[config.mk]
export PLATFORM = sky130hd
export DESIGN_NAME = da_sync_sched
export DESIGN_NICKNAME = d
export VERILOG_FILES = /design/src/rtl/da_sched_pkg.sv /design/src/rtl/da_rr_arb.sv /design/src/rtl/da_sync_sched.sv
export SDC_FILE = /design/constraint.sdc
export NUM_CORES = 1
export LEC_CHECK = 0
export ABC_AREA = 1
export CAP_MARGIN = 20
export CORE_MARGIN = 2
export CORE_UTILIZATION = 50
export CTS_BUF_LIST = sky130_fd_sc_hd__clkbuf_4 sky130_fd_sc_hd__clkbuf_8
export DETAILED_ROUTE_END_ITERATION = 6
export PLACE_DENSITY_LB_ADDON = 0.15
export SLEW_MARGIN = 30
export SYNTH_ARGS = -nofsm -noshare
export SYNTH_HDL_FRONTEND = slang
export SYNTH_SLANG_ARGS = --single-unit
[constraint.sdc]
create_clock -name clk -period 2.3 [get_ports clk]
set_clock_uncertainty 0.05 [all_clocks]
set_input_delay 0.345 -clock clk [delete_from_list [all_inputs] [get_ports clk]]
set_output_delay 0.345 -clock clk [all_outputs]
set_load 0.03 [all_outputs]
[src/rtl/da_sched_pkg.sv]
`default_nettype none
// ============================================================================
// Module   : da_sched_pkg
// Purpose  : Shared types and constants for the DA sync scheduler.
// Revision : 1.0 - initial release
// ============================================================================
package da_sched_pkg;

  typedef enum logic [2:0] {
    ST_IDLE   = 3'd0,
    ST_LOAD   = 3'd1,
    ST_SYNC   = 3'd2,
    ST_SETTLE = 3'd3,
    ST_RUN    = 3'd4
  } sched_state_e;

  typedef enum logic [1:0] {
    PH_0   = 2'd0,
    PH_90  = 2'd1,
    PH_180 = 2'd2,
    PH_270 = 2'd3
  } phase_e;

  localparam int DIV_RST = 3;

  // Settle counter runs 0..cyc-1, so it needs enough bits for cyc-1.
  function automatic int settle_cnt_w(input int cyc);
    return (cyc <= 2) ? 1 : $clog2(cyc);
  endfunction

endpackage
`default_nettype wire

[src/rtl/da_rr_arb.sv]
`default_nettype none
// ============================================================================
// Module   : da_rr_arb
// Purpose  : N-way round-robin arbiter, one-hot grant, priority rotates past
//            the last granted requester; clr_i restores requester 0 as highest.
// Revision : 1.0 - initial release
// ============================================================================
module da_rr_arb #(
  parameter  int N  = 4,
  localparam int IW = $clog2(N)
) (
  input  logic          clk,
  input  logic          rstn,
  input  logic          clr_i,
  input  logic [N-1:0]  req_i,
  output logic [N-1:0]  gnt_o,
  output logic [IW-1:0] gnt_idx_o,
  output logic          gnt_vld_o
);

  logic [IW-1:0] last_q;
  logic          w_found;

  // First pass looks strictly above the last grant, second pass wraps to 0.
  always_comb begin
    gnt_o     = '0;
    gnt_idx_o = '0;
    w_found   = 1'b0;
    for (int i = 0; i < N; i++) begin
      if (!w_found && req_i[i] && (i > int'(last_q))) begin
        w_found   = 1'b1;
        gnt_o[i]  = 1'b1;
        gnt_idx_o = IW'(i);
      end
    end
    for (int i = 0; i < N; i++) begin
      if (!w_found && req_i[i]) begin
        w_found   = 1'b1;
        gnt_o[i]  = 1'b1;
        gnt_idx_o = IW'(i);
      end
    end
    gnt_vld_o = w_found;
  end

  always_ff @(posedge clk or negedge rstn) begin
    if (!rstn) begin
      last_q <= IW'(N - 1);
    end else if (clr_i) begin
      last_q <= IW'(N - 1);
    end else if (gnt_vld_o) begin
      last_q <= gnt_idx_o;
    end
  end

endmodule
`default_nettype wire

[src/rtl/da_sync_sched.sv]
`default_nettype none
// ============================================================================
// Module   : da_sync_sched
// Purpose  : DA channel scheduler - atomic divisor/phase commit, common sync
//            pulse, round-robin sharing of the sample-RAM read port.
//            Optional DA_SCHED_OVR_CNT_EN adds per-channel overrun counters.
// Revision : 1.0 - initial release
// ============================================================================
module da_sync_sched
  import da_sched_pkg::*;
#(
  parameter  int NCH        = 4,
  parameter  int DIV_W      = 8,
  parameter  int PTR_W      = 10,
  parameter  int DATA_W     = 14,
  parameter  int SETTLE_CYC = 16,
  localparam int CH_W       = $clog2(NCH),
  localparam int A_W        = CH_W + PTR_W
) (
  input  logic                 clk,
  input  logic                 rstn,
  input  logic                 cfg_wr,
  input  logic [CH_W-1:0]      cfg_ch,
  input  logic [DIV_W-1:0]     cfg_div,
  input  logic [1:0]           cfg_phase,
  input  logic [PTR_W-1:0]     cfg_len,
  input  logic                 cmd_commit,
  input  logic                 cmd_stop,
  output logic [NCH*DIV_W-1:0] da_divcnt,
  output logic [NCH*2-1:0]     da_phase,
  output logic                 clk_syn,
  input  logic [NCH-1:0]       data_req,
  output logic                 ram_rd_en,
  output logic [A_W-1:0]       ram_addr,
  input  logic [DATA_W-1:0]    ram_rdata,
  output logic [DATA_W-1:0]    ch_data,
  output logic [NCH-1:0]       ch_dvalid,
  output logic                 busy
`ifdef DA_SCHED_OVR_CNT_EN
  ,
  output logic [NCH*16-1:0]    ovr_cnt
`endif
);

  localparam int CNT_W = settle_cnt_w(SETTLE_CYC);

  sched_state_e     state_q;
  logic             clk_syn_q;
  logic             busy_q;
  logic [CNT_W-1:0] settle_cnt_q;

  logic [DIV_W-1:0] shd_div_q [NCH];
  logic [1:0]       shd_ph_q  [NCH];
  logic [DIV_W-1:0] act_div_q [NCH];
  logic [1:0]       act_ph_q  [NCH];

  logic [NCH-1:0]   pend_q, pend_d;
  logic [PTR_W-1:0] ptr_q [NCH];
  logic [NCH-1:0]   rd_q;
  logic [NCH-1:0]   dvalid_q;
  logic [DATA_W-1:0] data_q;

  logic             w_load;
  logic             w_run;
  logic             w_cfg_ch_ok;
  logic [NCH-1:0]   w_arb_req;
  logic [NCH-1:0]   w_gnt;
  logic [CH_W-1:0]  w_gnt_idx;
  logic             w_gnt_vld;
  logic [PTR_W-1:0] w_ptr_cur;
  logic [PTR_W-1:0] w_ptr_nxt;

  assign w_load      = (state_q == ST_LOAD);
  assign w_run       = (state_q == ST_RUN);
  assign w_cfg_ch_ok = (int'(cfg_ch) < NCH);

  // stop beats commit; commit while already in LOAD is absorbed by that LOAD
  always_ff @(posedge clk or negedge rstn) begin
    if (!rstn) begin
      state_q      <= ST_IDLE;
      clk_syn_q    <= 1'b0;
      busy_q       <= 1'b0;
      settle_cnt_q <= '0;
    end else begin
      clk_syn_q <= 1'b0;
      if (cmd_stop) begin
        state_q <= ST_IDLE;
        busy_q  <= 1'b0;
      end else if (cmd_commit && (state_q != ST_LOAD)) begin
        state_q <= ST_LOAD;
        busy_q  <= 1'b1;
      end else begin
        case (state_q)
          ST_LOAD: begin
            state_q   <= ST_SYNC;
            clk_syn_q <= 1'b1;
          end
          ST_SYNC: begin
            state_q      <= ST_SETTLE;
            settle_cnt_q <= '0;
          end
          ST_SETTLE: begin
            if (settle_cnt_q == CNT_W'(SETTLE_CYC - 1)) begin
              state_q <= ST_RUN;
            end else begin
              settle_cnt_q <= settle_cnt_q + CNT_W'(1);
            end
          end
          default: ;
        endcase
      end
    end
  end

  always_ff @(posedge clk or negedge rstn) begin
    if (!rstn) begin
      for (int i = 0; i < NCH; i++) begin
        shd_div_q[i] <= DIV_W'(DIV_RST);
        shd_ph_q[i]  <= PH_0;
        act_div_q[i] <= DIV_W'(DIV_RST);
        act_ph_q[i]  <= PH_0;
      end
    end else begin
      if (cfg_wr && w_cfg_ch_ok) begin
        shd_div_q[cfg_ch] <= cfg_div;
        shd_ph_q[cfg_ch]  <= cfg_phase;
      end
      if (w_load) begin
        for (int i = 0; i < NCH; i++) begin
          act_div_q[i] <= shd_div_q[i];
          act_ph_q[i]  <= shd_ph_q[i];
        end
      end
    end
  end

  assign w_arb_req = w_run ? pend_q : '0;

  da_rr_arb #(
    .N (NCH)
  ) u_arb (
    .clk       (clk),
    .rstn      (rstn),
    .clr_i     (w_load),
    .req_i     (w_arb_req),
    .gnt_o     (w_gnt),
    .gnt_idx_o (w_gnt_idx),
    .gnt_vld_o (w_gnt_vld)
  );

  // A request arriving on its own grant cycle survives as the next pending one.
  always_comb begin
    pend_d = pend_q;
    if (w_load || cmd_stop) begin
      pend_d = '0;
    end else if (w_run) begin
      pend_d = (pend_q & ~w_gnt) | data_req;
    end
  end

  assign w_ptr_cur = ptr_q[w_gnt_idx];
  assign w_ptr_nxt = (w_ptr_cur == cfg_len) ? '0 : w_ptr_cur + PTR_W'(1);

  always_ff @(posedge clk or negedge rstn) begin
    if (!rstn) begin
      pend_q <= '0;
      for (int i = 0; i < NCH; i++) begin
        ptr_q[i] <= '0;
      end
    end else begin
      pend_q <= pend_d;
      if (w_load) begin
        for (int i = 0; i < NCH; i++) begin
          ptr_q[i] <= '0;
        end
      end else if (w_gnt_vld) begin
        ptr_q[w_gnt_idx] <= w_ptr_nxt;
      end
    end
  end

  // Return pipeline is never flushed so an in-flight read always lands.
  always_ff @(posedge clk or negedge rstn) begin
    if (!rstn) begin
      rd_q     <= '0;
      dvalid_q <= '0;
      data_q   <= '0;
    end else begin
      rd_q     <= w_gnt;
      dvalid_q <= rd_q;
      if (|rd_q) begin
        data_q <= ram_rdata;
      end
    end
  end

`ifdef DA_SCHED_OVR_CNT_EN
  logic [15:0]    ovr_q [NCH];
  logic [NCH-1:0] w_ovr;

  assign w_ovr = w_run ? (data_req & pend_q & ~w_gnt) : '0;

  always_ff @(posedge clk or negedge rstn) begin
    if (!rstn) begin
      for (int i = 0; i < NCH; i++) begin
        ovr_q[i] <= '0;
      end
    end else begin
      for (int i = 0; i < NCH; i++) begin
        if (w_load) begin
          ovr_q[i] <= '0;
        end else if (w_ovr[i] && (ovr_q[i] != 16'hFFFF)) begin
          ovr_q[i] <= ovr_q[i] + 16'd1;
        end
      end
    end
  end

  for (genvar i = 0; i < NCH; i++) begin : g_ovr
    assign ovr_cnt[i*16 +: 16] = ovr_q[i];
  end
`endif

  for (genvar i = 0; i < NCH; i++) begin : g_pack
    assign da_divcnt[i*DIV_W +: DIV_W] = act_div_q[i];
    assign da_phase[i*2 +: 2]          = act_ph_q[i];
  end

  assign clk_syn   = clk_syn_q;
  assign busy      = busy_q;
  assign ram_rd_en = w_gnt_vld;
  assign ram_addr  = w_gnt_vld ? {w_gnt_idx, w_ptr_cur} : '0;
  assign ch_data   = data_q;
  assign ch_dvalid = dvalid_q;

endmodule
`default_nettype wire

==> flow_summary.ini <==
[status]
status = finished with violations
violations = setup timing

[routing]
wl_met2_um = 10900
routed_wirelength_um = 23100
dr.pass1.iters = 7
avgRoutedWirePerCell_um = 18.5
wl_met1_um = 9100
dr_total_vias = 6947
viasPerCell = 5.56
antenna_left = 0
wl_met3_um = 1810
dr.first_iter.drc_count = 578
highest_layer = met4
remaining_drc_errors = 0

[finish]
diodes = 0
area_delta_synth_final_pct = 50.6
register_area_um2 = 3950
multi_input_area_um2 = 3430
fin_area_um2 = 10700
fill_cells = 910
nets = 1103
drive_gt1_frac = 0.314

[setup_path]
rr_startpoint = u_arb.last_q[1]
rr_endpoint = ptr_q[19]
r2r_slack_ns = -0.92
worstSetupPathType = reg -> reg
critPathArrivalTime_ns = 3.52
crit_path_start_kind = flop
crit_required_ns = 2.60
r2r_cells = 20
crit_fanout = 6
cp-end-kind = flop

[clock_network]
clk_latency_ns = 0.47
cts.sinks = 157
h-tree-depth = 4
cts.root.buffer_cell = clkbuf_8
cts_buffers = 17
clockBufferDepth = 2
tritoncts = done
clk_pin_slew_ns = 0.08

[timing]
rsz0062_at_grt = yes
fin_setup_tns_ns = -43.48
fmax_mhz = 310
fin_ws_ns = -0.922
finalCritPeriodShare = 1.40
slew_violations = 0
hold_ws_ns = 0.217
tightest_slew_ns = 0.960
slew_headroom = 0.357
finalSetupViolCount = 53
finalHoldViolCount = 0
fin_crit_ns = 3.22

[grt]
grt_pass1_vias = 6595
grt_max_degree = 91
track_usage = 0.291
antenna_found_initial = 0
grt_pass1_wl_um = 33200
overflow = 0

[yosys]
syn_nets = 884
synth_top_area_share = 0.490
yosysWarningCount = 0
yosys.area.top_type = dfrtp_1
synth-edff-count = 0
async_reset_ff_frac = 1.00
synth-seq-cells = 157
synthDistinctLibCells = 40
synth-seq-area-share = 0.557
netlist_instances = 837
synth_area_leaders = dfrtp_1 49%, nand2_1 18%, dfstp_2 6.7%
synth_area_um2 = 7100
synth_ff_type = dfrtp_1
synth_common_cells = 338 x nand2_1, 139 x dfrtp_1, 63 x nand3_1
post-synth-top-count-cell = nand2_1
syn-mean-instance-area_um2 = 8.48

[job]
cap_violations = 0

[die]
row_count = 43
die_h_um = 123
die_area_um2 = 15200
start_util = 0.511
ios = 118
die_w_um = 123
core_area_um2 = 13900

[power]
p_leak_nw = 5.29
vdd_ir_drop_max_mv = 0.691
powerDensity_nw_per_um2 = 781

[worst_hold_path]
hold_class = in -> async

[placed_design]
place_area_um2 = 8940
port_buffers = 117
gp_routability_congestion = 0.870
dp_hpwl_um = 12400
[registers in the layout, summed over array words and instances, names as in the netlist, 2 cells and up]
signal and cells:
state_q 3, ptr_q 40, ch_dvalid 4, da_divcnt 32, da_phase 8, shd_ph_q 8, settle_cnt_q 4, pend_q 4
shd_div_q 32, rd_q 4, u_arb.last_q 2, ch_data 14
[metrics by stage]
step / total power [W] / util / std cells / setup WS (ns)
6_report: 0.00835 / 0.770 / 1249 / -0.922
5_1_grt: 0.00874 / 0.770 / 1249 / -1.03
4_1_cts: 0.00835 / 0.743 / 1231 / -0.695
3_5_place_dp: 0.00604 / 0.644 / 1161 / -0.460
3_3_place_gp: 0.00601 / 0.644 / 1161 / -0.464
2_1_floorplan: 0.00492 / - / 837 / -0.140
[critical path: stages (launching register included)]
cell and delay (ns):
dfstp_2 0.60, inv_2 0.07, nand4_4 0.14, nand3_4 0.11
nor2_4 0.15, nand4_4 0.14, buf_12 0.17, inv_2 0.07
nor2_4 0.07, buf_6 0.13, buf_4 0.13, a21oi_2 0.21
nand2_1 0.10, nand2_2 0.09, nand2_2 0.08, nor2_4 0.14
nand3_4 0.17, buf_12 0.19, buf_16 0.13, nand3_2 0.08
nand2_1 0.06
[logic make-up (layout without fill, tap and decap cells)]
group | count (synthesis) | after routing | synth area share
adder cells (fa/ha/maj) | 2 | 2 | 0.00352
flip-flops | 157 | 157 | 0.557
multiplexers | 14 | 14 | 0.0222
buffers and inverters | 97 | 329 | 0.0562
AND/OR/NAND/NOR | 494 | 494 | 0.302
AO/OA/AOI/OAI | 67 | 67 | 0.0513
XOR/XNOR | 6 | 6 | 0.00846
[routing by layer]
| layer | global-route usage | up-vias |
|---|---|---|
| met2 | 0.445 | 420 |
| met4 | 0.165 | 0 |
| met3 | 0.0761 | 127 |
| met1 | 0.374 | 3312 |
| met5 | 0 | - |
| li1 | - | 3088 |
[how the worst max path moves through the flow]
| stage | from | endpoint | slack [ns] | cells past startpoint |
|---|---|---|---|---|
| 2_1_floorplan | state_q[0] | ptr_q[39] | -0.14 | 17 |
| 3_3_place_gp | state_q[0] | ptr_q[12] | -0.46 | 14 |
| 3_5_place_dp | state_q[0] | ptr_q[29] | -0.46 | 17 |
| 4_1_cts | u_arb.last_q[1] | ram_addr[6] | -0.69 | 14 |
| 5_1_grt | state_q[0] | ptr_q[8] | -1.03 | 19 |
| 6_report | u_arb.last_q[1] | ptr_q[19] | -0.92 | 20 |
[where the power goes]
part,internal (W),switching [W],total (W)
registers,0.00331,0.000310,0.00362
clock network,0.00127,0.00105,0.00231
logic,0.000935,0.00148,0.00242
[cell usage in the layout (no fill, tap or decap), types with 2 or more instances in the layout]
cell	count
nand2_1	302
dfrtp_1	137
clkdlybuf4s50_1	103
buf_4	74
inv_1	55
o21ai_0	46
nand3_2	37
buf_6	34
nor2_1	31
nand2_2	29
nand3_1	22
nor2_4	18
clkbuf_8	18
dfstp_2	18
mux2_2	14
nand2_4	11
buf_12	10
inv_2	8
nand3_4	8
nand4_1	8
nand3b_1	8
nor2_2	7
a21oi_1	5
buf_16	5
nand4_4	4
clkbuf_4	4
bufinv_16	4
nand2_8	3
o21ai_2	3
xor2_1	3
a32o_1	3
clkinv_2	3
inv_6	3
a21oi_2	2
or2_2	2
o22ai_1	2
xor2_4	2
buf_8	2
dfrtp_2	2
[final cells by class]
class,instances,area share
Inverter,67,0.0246
Tap cell,180,0.0211
Timing Repair Buffer,230,0.223
Clock buffer,22,0.0260
Clock inverter,10,0.0153
Sequential cell,157,0.370
Multi-Input combinational cell,583,0.321
[timing repair]
action                     CTS  global route
setup buffers               32            20
pin swaps                   37            32
hold endpoints to repair   120             0
setup endpoints to repair   53            56
hold buffers                 1             0
resized for setup          115            62
cloned                       7             0
Note: power is estimated with default switching activity, not from simulation.
